**config.mk**
```make
export PLATFORM = sky130hd
export DESIGN_NAME = zigbee_cordic_vec_flat
export DESIGN_NICKNAME = d
export VERILOG_FILES = /design/src/rtl/zigbee_cordic_vec_if.sv /design/src/rtl/zigbee_cordic_vec.sv /design/src/flat_wrapper.sv
export SDC_FILE = /design/constraint.sdc
export NUM_CORES = 1
export LEC_CHECK = 0
export CAP_MARGIN = 25
export CORE_UTILIZATION = 62
export DETAILED_ROUTE_END_ITERATION = 8
export PLACE_DENSITY = 0.91
export SYNTH_ARGS = -nofsm -noshare
export SYNTH_HDL_FRONTEND = slang
export SYNTH_SLANG_ARGS = --single-unit
```
**constraint.sdc**
```tcl
create_clock -name Clk -period 6.1 [get_ports Clk]
set_clock_uncertainty 0.05 [all_clocks]
set_input_delay 1.22 -clock Clk [delete_from_list [all_inputs] [get_ports Clk]]
set_output_delay 1.22 -clock Clk [all_outputs]
set_load 0.01 [all_outputs]
```
**src/rtl/zigbee_cordic_vec_if.sv**
```systemverilog
// Handshake bundle for the Zigbee CORDIC vectoring engine.
// Sample side: InValid/InReady/Ibb/Qbb. Result side: OutValid/OutReady/Wout/Mag.
interface zigbee_cordic_vec_if #(
    parameter int IQ_SIZE = 5,
    parameter int W_SIZE  = 6
);
    logic                      InValid;
    logic                      InReady;
    logic signed [IQ_SIZE-1:0] Ibb;
    logic signed [IQ_SIZE-1:0] Qbb;
    logic                      OutValid;
    logic                      OutReady;
    logic [W_SIZE-1:0]         Wout;
    logic [IQ_SIZE:0]          Mag;

    modport master (
        output InValid, Ibb, Qbb, OutReady,
        input  InReady, OutValid, Wout, Mag
    );

    modport slave (
        input  InValid, Ibb, Qbb, OutReady,
        output InReady, OutValid, Wout, Mag
    );
endinterface

```
**src/rtl/zigbee_cordic_vec.sv**
```systemverilog
// Iterative CORDIC vectoring engine: I/Q sample -> quantised phase + magnitude.
// Ports: Clk, Rst (sync, active high), bus (slave side of zigbee_cordic_vec_if).
module zigbee_cordic_vec #(
    parameter int IQ_SIZE = 5,
    parameter int W_SIZE  = 6,
    parameter int ITER    = 8,
    parameter int GUARD   = 4
) (
    input  logic                 Clk,
    input  logic                 Rst,
    zigbee_cordic_vec_if.slave   bus
);
    localparam int XW = IQ_SIZE + 2 + GUARD;
    localparam int ZW = W_SIZE + GUARD;

    localparam logic [ZW-1:0] Z_HALF  = ZW'(1) << (ZW - 1);
    localparam logic [ZW-1:0] Z_RND   = ZW'(1) << (GUARD - 1);
    localparam logic [XW:0]   X_RND   = (XW + 1)'(1) << (GUARD - 1);
    localparam logic [XW:0]   MAG_MAX = (XW + 1)'((1 << (IQ_SIZE + 1)) - 1);
    localparam logic [3:0]    LAST    = 4'(ITER - 1);

    typedef enum logic [1:0] {IDLE, ROT, DONE} state_t;

    // atan(2^-i) in units of 2^-ZW turns, rounded to nearest
    function automatic logic [15:0][ZW-1:0] gen_atan();
        logic [15:0][ZW-1:0] lut;
        real pi;
        real a;
        pi = 3.14159265358979323846;
        for (int i = 0; i < 16; i++) begin
            a = $atan(1.0 / (2.0 ** i)) * (2.0 ** ZW) / (2.0 * pi);
            lut[i] = ZW'($rtoi(a + 0.5));
        end
        return lut;
    endfunction

    localparam logic [15:0][ZW-1:0] ATAN = gen_atan();

    state_t                state_q;
    logic [3:0]            cnt_q;
    logic signed [XW-1:0]  x_q, y_q;
    logic [ZW-1:0]         z_q;
    logic                  zero_q;
    logic                  ov_q;
    logic [W_SIZE-1:0]     w_q;
    logic [IQ_SIZE:0]      m_q;

    logic signed [XW-1:0]  i_ext, q_ext;
    logic signed [XW-1:0]  x_cap, y_cap;
    logic [ZW-1:0]         z_cap;
    logic signed [XW-1:0]  xs, ys;
    logic signed [XW-1:0]  x_d, y_d;
    logic [ZW-1:0]         z_d;
    logic [ZW-1:0]         z_r;
    logic [XW:0]           x_r;
    logic [XW:0]           m_full;
    logic [W_SIZE-1:0]     w_d;
    logic [IQ_SIZE:0]      m_d;

    always_comb begin
        i_ext = {{2{bus.Ibb[IQ_SIZE-1]}}, bus.Ibb, {GUARD{1'b0}}};
        q_ext = {{2{bus.Qbb[IQ_SIZE-1]}}, bus.Qbb, {GUARD{1'b0}}};

        // left half-plane: rotate by 180 deg first so iterations converge
        if (bus.Ibb[IQ_SIZE-1]) begin
            x_cap = -i_ext;
            y_cap = -q_ext;
            z_cap = Z_HALF;
        end else begin
            x_cap = i_ext;
            y_cap = q_ext;
            z_cap = '0;
        end

        xs = x_q >>> cnt_q;
        ys = y_q >>> cnt_q;
        if (!y_q[XW-1]) begin
            x_d = x_q + ys;
            y_d = y_q - xs;
            z_d = z_q + ATAN[cnt_q];
        end else begin
            x_d = x_q - ys;
            y_d = y_q + xs;
            z_d = z_q - ATAN[cnt_q];
        end

        // truncation to W_SIZE bits gives the modulo wrap (2^W_SIZE -> 0)
        z_r = z_d + Z_RND;
        w_d = W_SIZE'(z_r >> GUARD);

        // x stays non-negative after pre-rotation
        x_r    = {1'b0, x_d} + X_RND;
        m_full = x_r >> GUARD;
        m_d    = (m_full > MAG_MAX) ? MAG_MAX[IQ_SIZE:0] : m_full[IQ_SIZE:0];
    end

    always_ff @(posedge Clk) begin
        if (Rst) begin
            state_q <= IDLE;
            cnt_q   <= '0;
            x_q     <= '0;
            y_q     <= '0;
            z_q     <= '0;
            zero_q  <= 1'b0;
            ov_q    <= 1'b0;
            w_q     <= '0;
            m_q     <= '0;
        end else begin
            unique case (state_q)
                IDLE: begin
                    if (bus.InValid) begin
                        x_q     <= x_cap;
                        y_q     <= y_cap;
                        z_q     <= z_cap;
                        zero_q  <= (bus.Ibb == '0) && (bus.Qbb == '0);
                        cnt_q   <= '0;
                        state_q <= ROT;
                    end
                end
                ROT: begin
                    x_q   <= x_d;
                    y_q   <= y_d;
                    z_q   <= z_d;
                    cnt_q <= cnt_q + 4'd1;
                    if (cnt_q == LAST) begin
                        cnt_q   <= '0;
                        state_q <= DONE;
                        ov_q    <= 1'b1;
                        w_q     <= zero_q ? '0 : w_d;
                        m_q     <= zero_q ? '0 : m_d;
                    end
                end
                DONE: begin
                    if (bus.OutReady) begin
                        ov_q    <= 1'b0;
                        state_q <= IDLE;
                    end
                end
                default: state_q <= IDLE;
            endcase
        end
    end

    assign bus.InReady  = (state_q == IDLE) && !Rst;
    assign bus.OutValid = ov_q;
    assign bus.Wout     = w_q;
    assign bus.Mag      = m_q;
endmodule

```
**src/flat_wrapper.sv**
```systemverilog
// flat-port wrapper written by rule: the top's interface ports become plain ports
module zigbee_cordic_vec_flat 
#(
    parameter int IQ_SIZE = 5,
    parameter int W_SIZE  = 6,
    parameter int ITER    = 8,
    parameter int GUARD   = 4
)
  (Clk, Rst, bus_InValid, bus_Ibb, bus_Qbb, bus_OutReady, bus_InReady, bus_OutValid, bus_Wout, bus_Mag);
  zigbee_cordic_vec_if #(.IQ_SIZE(IQ_SIZE), .W_SIZE(W_SIZE)) bus_i ();
  input  logic Clk;
  input  logic Rst;
  input wire logic [$bits(bus_i.InValid)-1:0] bus_InValid;
  input wire logic [$bits(bus_i.Ibb)-1:0] bus_Ibb;
  input wire logic [$bits(bus_i.Qbb)-1:0] bus_Qbb;
  input wire logic [$bits(bus_i.OutReady)-1:0] bus_OutReady;
  output wire logic [$bits(bus_i.InReady)-1:0] bus_InReady;
  output wire logic [$bits(bus_i.OutValid)-1:0] bus_OutValid;
  output wire logic [$bits(bus_i.Wout)-1:0] bus_Wout;
  output wire logic [$bits(bus_i.Mag)-1:0] bus_Mag;
  assign bus_i.InValid = bus_InValid;
  assign bus_i.Ibb = bus_Ibb;
  assign bus_i.Qbb = bus_Qbb;
  assign bus_i.OutReady = bus_OutReady;
  assign bus_InReady = bus_i.InReady;
  assign bus_OutValid = bus_i.OutValid;
  assign bus_Wout = bus_i.Wout;
  assign bus_Mag = bus_i.Mag;
  zigbee_cordic_vec #(.IQ_SIZE(IQ_SIZE), .W_SIZE(W_SIZE), .ITER(ITER), .GUARD(GUARD)) u_core (.Clk(Clk), .Rst(Rst), .bus(bus_i));
endmodule
```
* Word-level counts from Yosys, hierarchy flattened
Memory sizes are Yosys's and may differ from the RTL's. A register that Yosys moved wholly into a read port is not among the register bits.
Cells that the tools add are included.
** Operators by class
- Mux-type cells :: 28
- Equal/unequal tests :: 6
- Shifts and indexed selects :: 2
- $lt $le $gt $ge :: 2
- Reduce and logical (&&, ||, !) cells :: 13
- Add/subtract/negate cells :: 11
** Operators by type and width (number)
- $mux W11 :: 6
- $pmux W11 S2 :: 2
- $mux W10 :: 4
- $add A11 B11 Y11 :: 2
- $neg A9 Y11 :: 2
- $sshr A11 B4 Y11 :: 2
- $sub A11 B11 Y11 :: 2
- $pmux W10 S2 :: 1
- $mux W6 :: 3
- $mux W4 :: 4
- $add A11 B4 Y12 const B :: 1
- $add A10 B10 Y10 :: 1
- $add A10 B4 Y10 const B :: 1
- $logic_not A5 Y1 :: 2
- $sub A10 B10 Y10 :: 1
- $gt A8 B6 Y1 const B :: 1
- $pmux W4 S2 :: 1
- $mux W2 :: 3
- $pmux W2 S3 :: 1
- $reduce_and A2 Y1 :: 3
- $reduce_and A3 Y1 :: 2
- $lt A4 B5 Y1 const B :: 1
- $add A4 B1 Y4 const B :: 1
- $eq A4 B3 Y1 const B :: 1
- other kinds (10) :: 14
** Storage, ports and cells
- Memories kept :: 1
- Register bits after elaboration :: 52
- Bits in read-only memories :: 160
** Memories
- (name not given) :: words 16, width 10, rd ports 1, clocked after memory_dff 1, wr ports 0, line zigbee_cordic_vec.sv:80 : z_d = z_q + ATAN[cnt_q];

* Logic depth before layout (Yosys ltp)
Gate-level depths: netlist of run 1.
- Depth in word-level cells :: 7
- Depth in mapped cells :: 22
- Gate-level depth less buffers :: 19

* Least setup slack after synthesis of run 1
No wires, ideal clock.
- Path kind :: register -> register
- Start point :: reg u_core.cnt_q[0]
- End point :: reg u_core.m_q[2], in the netlist u_core.bus.Mag[2]
- Data required time :: 5.928 ns
- Library setup time :: 0.122 ns
- Period minus slack after synthesis :: 4.744 ns
- Slack :: 1.356 ns
- Arrival time :: 4.572 ns
- Cell stages (with the launch flop) :: 22
- Cells stage by stage :: dfxtp_1 -> buf_6 -> buf_8 -> buf_2 -> mux4_2 -> mux2i_1 -> mux2i_1 -> inv_1 -> ha_1 -> inv_1 -> o21ai_0 -> o21a_1 -> xnor2_1 -> o21ai_0 -> ha_1 -> or4_1 -> o21ai_0 -> xor2_1 -> and4b_1 -> a31o_1 -> and3_4 -> a221o_1
** Between the ends
- Word-level cells in the longest chain between the ends :: 7
- Elaborated cells on any way between the ends :: 10
** RTL lines
- from (decl) :: line zigbee_cordic_vec.sv:40 : logic [3:0] cnt_q;
- from (signal assigned) :: line zigbee_cordic_vec.sv:124 : cnt_q <= cnt_q + 4'd1;
- $sshr A11 B4 Y11 :: line zigbee_cordic_vec.sv:76 : ys = y_q >>> cnt_q;
- $add A11 B11 Y11 / $sub A11 B11 Y11 (equally long branches) :: line zigbee_cordic_vec.sv:78, zigbee_cordic_vec.sv:82
- $mux W11 :: line zigbee_cordic_vec.sv:77 : if (!y_q[XW-1]) begin
- $add A11 B4 Y12 :: line zigbee_cordic_vec.sv:92 : x_r = {1'b0, x_d} + X_RND;
- $gt A8 B6 Y1 :: line zigbee_cordic_vec.sv:94 : m_d = (m_full > MAG_MAX) ? MAG_MAX[IQ_SIZE:0] : m_full[IQ_SIZE:0];
- $mux W6 :: line zigbee_cordic_vec.sv:94
- $mux W6 :: line zigbee_cordic_vec.sv:130 : m_q <= zero_q ? '0 : m_d;
- to (signal assigned) :: line zigbee_cordic_vec.sv:130
- to (decl) :: line zigbee_cordic_vec.sv:46 : logic [IQ_SIZE:0] m_q;
Parallel ways exist; a longest one is shown, timed or not.
A chain may end at the register's enable or synchronous reset.

* Final worst setup path of run 1
Ends and elaborated chain as after synthesis.

==> out/results.tsv, run 1 <==
stage	metric	value	unit
timing	crit share post-route	90.3	%
die	Initial Util	65.1	%
die	I/O pins	28	
yosys	Yosys top cell by area	dfxtp_1	
setup_path	CP delay by family, top	compound AO/OA/AOI/OAI gates	
die	die area	9180	um^2
hold_path	Hold Path End	u_core.bus.Wout[3]	
layout	share of cells above drive strength 1	8.02	%
layout	Syn-to-layout area delta	8.79	%
setup_path	critical path's slowest cell	dfxtp_1	
route	via count	5291	
die	Std-Cell Rows	33	
power	Gate power share	68.6	%
timing	Max Clock Freq	0.182	GHz
layout	fin nets	728	
clock_network	maximum root-to-sink buffer count	2	
yosys	FF+latch count, synth	60	
power	Net Switching	0.00145	W
setup_path	r2r startpoint	u_core.cnt_q[0]	
yosys	top post-synthesis cells by area	dfxtp_1 (22%), ha_1 (9.9%), xnor2_1 (5.5%)	
status	outcome	completed	
route	Avg WL per Cell	19.0	um
placed_design	placed instance area	5730	um^2
yosys	Avg Inst Size Synth	8.25	um^2
timing	relative slew slack	27.3	%
yosys	top cell type's share of synthesized area	22.0	%
power	Power Internal	0.00155	W
global_routing	Total Routing Usage GR	33.9	%
route	DRT antenna net count	0	
hold_path	min-delay src	u_core.bus.Wout[3]	
die	Die Span Y	95.8	um
die	die width	95.8	um
clock_network	CTS resizes	0	
power	P per Cell Area	505	nW/um^2
timing	Final min period	5.51	ns
layout	Final Cell Area	5930	um^2
setup_path	worst r2r dst	u_core.bus.Mag[2]	
die	Core ar.	8380	um^2
clock_network	CTS tree	done	
power	leakage	2.30	nW
setup_path	WS Path Type	flop to flop	
global_routing	vias in the first global route	5126	
timing	fin. max-slew vios	0	
timing	RSZ-0062 raised after global routing	no	
placed_design	DP Wirelength	10300	um
power	sequential power share	18.8	%
flow_run	Max Cap Violations	0	
hold_path	hold path depth	2	
yosys	Ys Warns	0	
global_routing	antenna violations before repair	0	
global_routing	pin count of the biggest net entering global routing	52	
setup_path	Crit. Startpoint	u_core.cnt_q[0]	
setup_path	Critical Path AT	5.70	ns
setup_path	CP peak stage delay	0.85	ns
setup_path	peak fanout along the critical path	17	
setup_path	crit end category	flop	
global_routing	global-route wire length before repair	24100	um
global_routing	aggregate global routing overflow	0	
route	Total Wirelength	14700	um
setup_path	Buffers & Inverters on Critical Path	2	
setup_path	nature of the critical path startpoint	flop	
yosys	Primary FF master, synth	dfxtp_1	
setup_path	flop2flop setup slack	0.59	ns
power	clock power share	12.6	%
layout	ant diodes	0	
timing	slew of the pin with the lowest slew margin	1.09	ns
clock_network	Clock Latency Late Sink	0.35	ns
timing	final hold vios	0	
layout	Final Util	70.8	%
route	DRT iter0 DRCs	443	
yosys	sequential share of the synthesized area	22.0	%
timing	Final setup viols	0	
yosys	synth unique cells	75	
setup_path	worst r2r path cells	18	
hold_path	worst min-delay path class	flop to flop	
power	Sw Ratio	48.3	%
yosys	post-synthesis async set-or-reset flop share	0	%
clock_network	clock buffer count from CTS	9	
clock_network	Root Buffer	clkbuf_8	
setup_path	Worst Path Required	6.29	ns
yosys	EDFF count, synth	0	
clock_network	Clock Sinks	60	
power	maximum vdd ir drop	0.311	mV
placed_design	I/O Buffers	27	
clock_network	post-CTS setup buffers	0	
clock_network	CTS Hold Bufs	0	
setup_path	Critical Path, Cell by Cell	mux2_2 > a21oi_1 > mux2i_1 > inv_1 > ha_1 > inv_1 > o21ai_0 > o21a_1 > xnor2_1 > o21ai_0 > ha_1 > or4_1 > o311ai_0 > nand2b_1 > xnor2_1 > nand4_1 > and3_4 > a221o_1	
yosys	Post-Syn Area	5450	um^2
clock_network	clock-pin transition on the worst setup and hold timing paths	0.08	ns
yosys	Syn Inst Count	661	
placed_design	GP Congestion	0.957	
timing	setup TNS	0	ns
route	First-pass DRT Iterations	8	
clock_network	H-tree Lvls	3	
yosys	Syn Nets	721	
route	# DRC	0	
route	vias per inst	6.80	
-- synth_stat cells, drive strengths merged, types with 16 or more instances --
master,count
a21oi,56
clkbuf,24
dfxtp,60
ha,43
inv,34
mux4,18
nand2,43
nand3,22
nor2,66
nor2b,16
nor3,21
o21ai,28
xnor2,34
xor2,20
-- area by class of cell --
cell class                      instances  area (um^2)
Clock inverter                          4         47.5
Timing Repair Buffer                   32          303
Tap cell                              105          131
Fill cell                             616         2450
Inverter                               34          128
Clock buffer                           12          155
Sequential cell                        60         1200
Multi-Input combinational cell        531         3970
-- logic make-up (layout without fill, tap and decap cells) --
family	count (synthesis)	after routing	synth area share, %
AO/OA/AOI/OAI	182	182	21.9
flip-flops	60	60	22.0
AND/OR/NAND/NOR	218	218	20.5
multiplexers	30	30	10.3
buffers and inverters	70	82	5.28
adder cells (fa/ha/maj)	46	46	11.0
XOR/XNOR	55	55	9.11
-- layer usage --
layer / part of all wire (%) / GRT usage (%)
met1: 39 / 40.5
met2: 49 / 58.6
met3: 8.0 / 5.77
met4: 3.8 / 17.4
met5: 0 / 0
-- how the worst max path moves through the flow --
stage / end / slack (ns) / cells after the start
floorplan: u_core.bus.Mag[2] / 1.36 / 21
global placement: u_core.bus.Mag[4] / 0.98 / 18
detailed placement: u_core.bus.Mag[2] / 0.67 / 18
CTS: u_core.bus.Mag[2] / 0.65 / 18
global route: u_core.bus.Mag[5] / 0.16 / 18
finish: u_core.bus.Mag[2] / 0.59 / 18
-- through the flow --
| stage | instances | power, W | setup slack, ns | hold slack [ns] |
|---|---|---|---|---|
| 2_1_floorplan | 661 | 0.00212 | 1.36 | 0.402 |
| 3_3_place_gp | 762 | 0.00244 | 0.977 | 0.394 |
| 3_5_place_dp | 762 | 0.00252 | 0.672 | 0.407 |
| 4_1_cts | 778 | 0.00293 | 0.647 | 0.416 |
| 5_1_grt | 778 | 0.00319 | 0.162 | 0.445 |
| 6_report | 778 | 0.00300 | 0.590 | 0.420 |
-- worst register-to-register path: cells and delay by family (launching register included) --
family	cells	cell delay (ns)
muxes	2	0.68
buffers and inverters	2	0.17
AOI/OAI and AO/OA	6	1.70
and+or+nand+nor	4	1.01
xor gates and xnor gates	2	0.53
adders and majority gates	2	0.42
DFF	1	0.85
-- cells in the final DEF, fill, tap and decap left out, types with 6 or more instances in the layout --
cell type,instances
nor2b_1,15
xnor2_1,34
o22ai_1,9
a22oi_1,6
nand2_1,43
nor3_1,20
clkbuf_8,11
dfxtp_1,60
mux4_1,7
mux2_2,6
a31oi_1,14
a21oi_1,56
nand3_1,22
nor2_1,66
nand2b_1,7
clkdlybuf4s50_1,26
ha_1,43
xor2_1,20
nor3b_1,10
a21o_1,7
inv_1,34
mux4_2,11
o21a_1,8
o21bai_1,7
o31ai_1,6
o21ai_0,26
-- power by group through the flow --
stage | Clock [W] | Sequential, W | Combinational, W
2_1_floorplan | 0 | 0.000503 | 0.00162
3_3_place_gp | 0 | 0.000558 | 0.00188
3_5_place_dp | 0 | 0.000562 | 0.00196
4_1_cts | 0.000377 | 0.000555 | 0.00200
5_1_grt | 0.000393 | 0.000568 | 0.00223
6_report | 0.000378 | 0.000563 | 0.00206
(Power assumes the default switching activity.)
==> run 2, diff against run 1 <==
--- a/config.mk
+++ b/config.mk
@@ -6,6 +6,7 @@
 export NUM_CORES = 1
 export LEC_CHECK = 0
 export CAP_MARGIN = 25
+export CORE_MARGIN = 3
 export CORE_UTILIZATION = 62
 export DETAILED_ROUTE_END_ITERATION = 8
 export PLACE_DENSITY = 0.91
==> constraint.sdc (replaced) <==
create_clock -name Clk -period 6.1 [get_ports Clk]
set_clock_uncertainty 0.05 [all_clocks]
set_input_delay 1.22 -clock Clk [delete_from_list [all_inputs] [get_ports Clk]]
set_output_delay 1.22 -clock Clk [all_outputs]
set_load 0.02 [all_outputs]
==> out/results.tsv, run 2 (synthesis results as in run 1) <==
stage	metric	value	unit	change
status	outcome	completed		
route	# DRC	0		unchanged
timing	Final setup viols	0		unchanged
setup_path	nature of the critical path startpoint	flop		
clock_network	maximum root-to-sink buffer count	2		unchanged
die	Die Span Y	99.8	um	+4.2%
die	Std-Cell Rows	33		unchanged
timing	slew of the pin with the lowest slew margin	1.02	ns	-0.0717 ns
timing	setup TNS	0	ns	unchanged
clock_network	clock buffer count from CTS	9		unchanged
die	Initial Util	65.1	%	unchanged
clock_network	Root Buffer	clkbuf_8		
clock_network	clock-pin transition on the worst setup and hold timing paths	0.07	ns	about the same
route	met1 wire length	5590	um	-3.5%
placed_design	DP Worst Slack	0.804	ns	+0.132 ns
setup_path	Worst Path Required	6.27	ns	-0.02 ns
setup_path	Critical Path AT	5.69	ns	about the same
timing	crit share post-route	90.5	%	+0.19 points
timing	slack of the critical path	0.579	ns	-0.0117 ns
clock_network	H-tree Lvls	3		unchanged
timing	fin. max-slew vios	0		unchanged
power	Power Internal	0.00158	W	+1.9%
global_routing	vias in the first global route	5270		+2.8%
route	Total Wirelength	15100	um	+2.7%
global_routing	aggregate global routing overflow	0		unchanged
timing	final hold vios	0		unchanged
route	via count	5342		+0.96%
setup_path	worst r2r dst	u_core.bus.Mag[3]		
route	highest metal used	met4		
placed_design	DP Wirelength	10800	um	+5.2%
setup_path	flop2flop setup slack	0.58	ns	about the same
power	leakage	2.31	nW	+0.70%
route	vias per inst	6.86		+0.83%
route	met2 WL	7500	um	+4.0%
power	Net Switching	0.00149	W	+2.9%
placed_design	GP Congestion	1.00		+4.8%
power	Gate power share	68.6	%	about the same
placed_design	I/O Buffers	27		unchanged
timing	RSZ-0062 raised after global routing	no		
clock_network	CTS resizes	0		unchanged
route	DRT iter0 DRCs	458		+3.4%
power	Sw Ratio	48.6	%	+0.24 points
route	DRT antenna net count	0		unchanged
layout	most frequent cells in the layout	nor2_1 (66), dfxtp_1 (60), a21oi_1 (56), nand2_1 (43), ha_1 (43)		
hold_path	worst min-delay path class	flop to flop		
setup_path	worst r2r path cells	18		unchanged
setup_path	r2r startpoint	u_core.cnt_q[1]		
setup_path	Crit. Startpoint	u_core.cnt_q[1]		
clock_network	Clock Latency Late Sink	0.34	ns	about the same
clock_network	Clock Sinks	60		unchanged
die	die width	99.8	um	+4.2%
power	Total Power	0.00307	W	+2.4%
die	die area	9960	um^2	+8.5%
setup_path	crit end category	flop		
power	clock power share	13.0	%	+0.4 points
flow_run	Max Cap Violations	0		unchanged
clock_network	post-CTS setup buffers	0		unchanged
setup_path	peak fanout along the critical path	30		+13
global_routing	Total Routing Usage GR	30.8	%	-3.2 points
die	Core ar.	8380	um^2	unchanged
timing	Final min period	5.52	ns	+0.0117 ns
layout	fin nets	729		+0.14%
die	I/O pins	28		unchanged
global_routing	global-route wire length before repair	25000	um	+3.5%
setup_path	WS Path Type	flop to flop		
route	Avg WL per Cell	19.4	um	+2.5%
layout	ant diodes	0		unchanged
timing	relative slew slack	32.1	%	+4.8 points
layout	share of cells above drive strength 1	8.16	%	+0.14 points
layout	Syn-to-layout area delta	9.18	%	
route	First-pass DRT Iterations	6		-2
route	met3 WL	1380	um	+17%
global_routing	pin count of the biggest net entering global routing	52		unchanged
power	sequential power share	18.4	%	-0.4 points
clock_network	CTS tree	done		
power	P per Cell Area	515	nW/um^2	+2.0%
global_routing	antenna violations before repair	0		unchanged
setup_path	worst setup path endpoint	u_core.bus.Mag[3]		
layout	commonest non-fill, non-tap cell in the layout	nor2_1		
clock_network	CTS Hold Bufs	0		unchanged
power	maximum vdd ir drop	0.363	mV	+17%
timing	final hold slack	0.411	ns	-0.00909 ns
timing	Max Clock Freq	0.181	GHz	-0.21%
==> run 2: worst min-delay path by stage <==
stage / startpoint / endpoint / slack, ns / depth (start not counted)
after floorplan: u_core.z_q[3] / u_core.z_q[3] / 0.40 / 2
after global placement: u_core.bus.Wout[3] / u_core.bus.Wout[3] / 0.39 / 2
after detailed placement: u_core.bus.Wout[3] / u_core.bus.Wout[3] / 0.40 / 2
after CTS: u_core.bus.Wout[3] / u_core.bus.Wout[3] / 0.41 / 2
after global routing: u_core.bus.Wout[3] / u_core.bus.Wout[3] / 0.43 / 2
final: u_core.bus.Wout[3] / u_core.bus.Wout[3] / 0.41 / 2
==> run 2: worst max-delay path, stage by stage (launching register included) <==
cell     delay, ns
dfxtp_1       0.99
mux4_1        0.46
mux2i_1       0.17
a21oi_1       0.14
inv_1         0.15
ha_1          0.16
inv_1         0.04
o21ai_0       0.41
o21a_1        0.27
xnor2_1       0.14
o21ai_0       0.09
ha_1          0.26
or4_1         0.42
o21ai_0       0.21
xor2_1        0.43
and4b_1       0.30
a31o_1        0.23
and3_4        0.20
a221o_1       0.26
==> run 2: through the flow <==
stage,utilization [%],area [um^2],std cells
floorplan,-,5450,661
global placement,68.5,5740,763
detailed placement,68.5,5740,763
CTS,71.0,5950,779
global route,71.0,5950,779
finish,71.0,5950,779
==> run 2: area by class of cell <==
class                           count  area, um^2
Inverter                           34         128
Sequential cell                    60        1200
Fill cell                         611        2430
Clock buffer                       11         141
Multi-Input combinational cell    531        3970
Timing Repair Buffer               33         310
Tap cell                          105         131
Clock inverter                      5        75.1
==> run 2: metal layers <==
layer / track usage [%] / vias up
met1: 36.1 / 2472
met4: 16.7 / 0
met5: 0 / -
li1: - / 2435
met3: 5.14 / 78
met2: 53.4 / 357
==> run 2: power by group through the flow <==
stage          combinational (W)  sequential, W  clock, W
5_1_grt                  0.00228       0.000567  0.000417
2_1_floorplan            0.00162       0.000503         0
4_1_cts                  0.00205       0.000553  0.000400
3_3_place_gp             0.00189       0.000556         0
3_5_place_dp             0.00200       0.000561         0
6_report                 0.00211       0.000563  0.000400
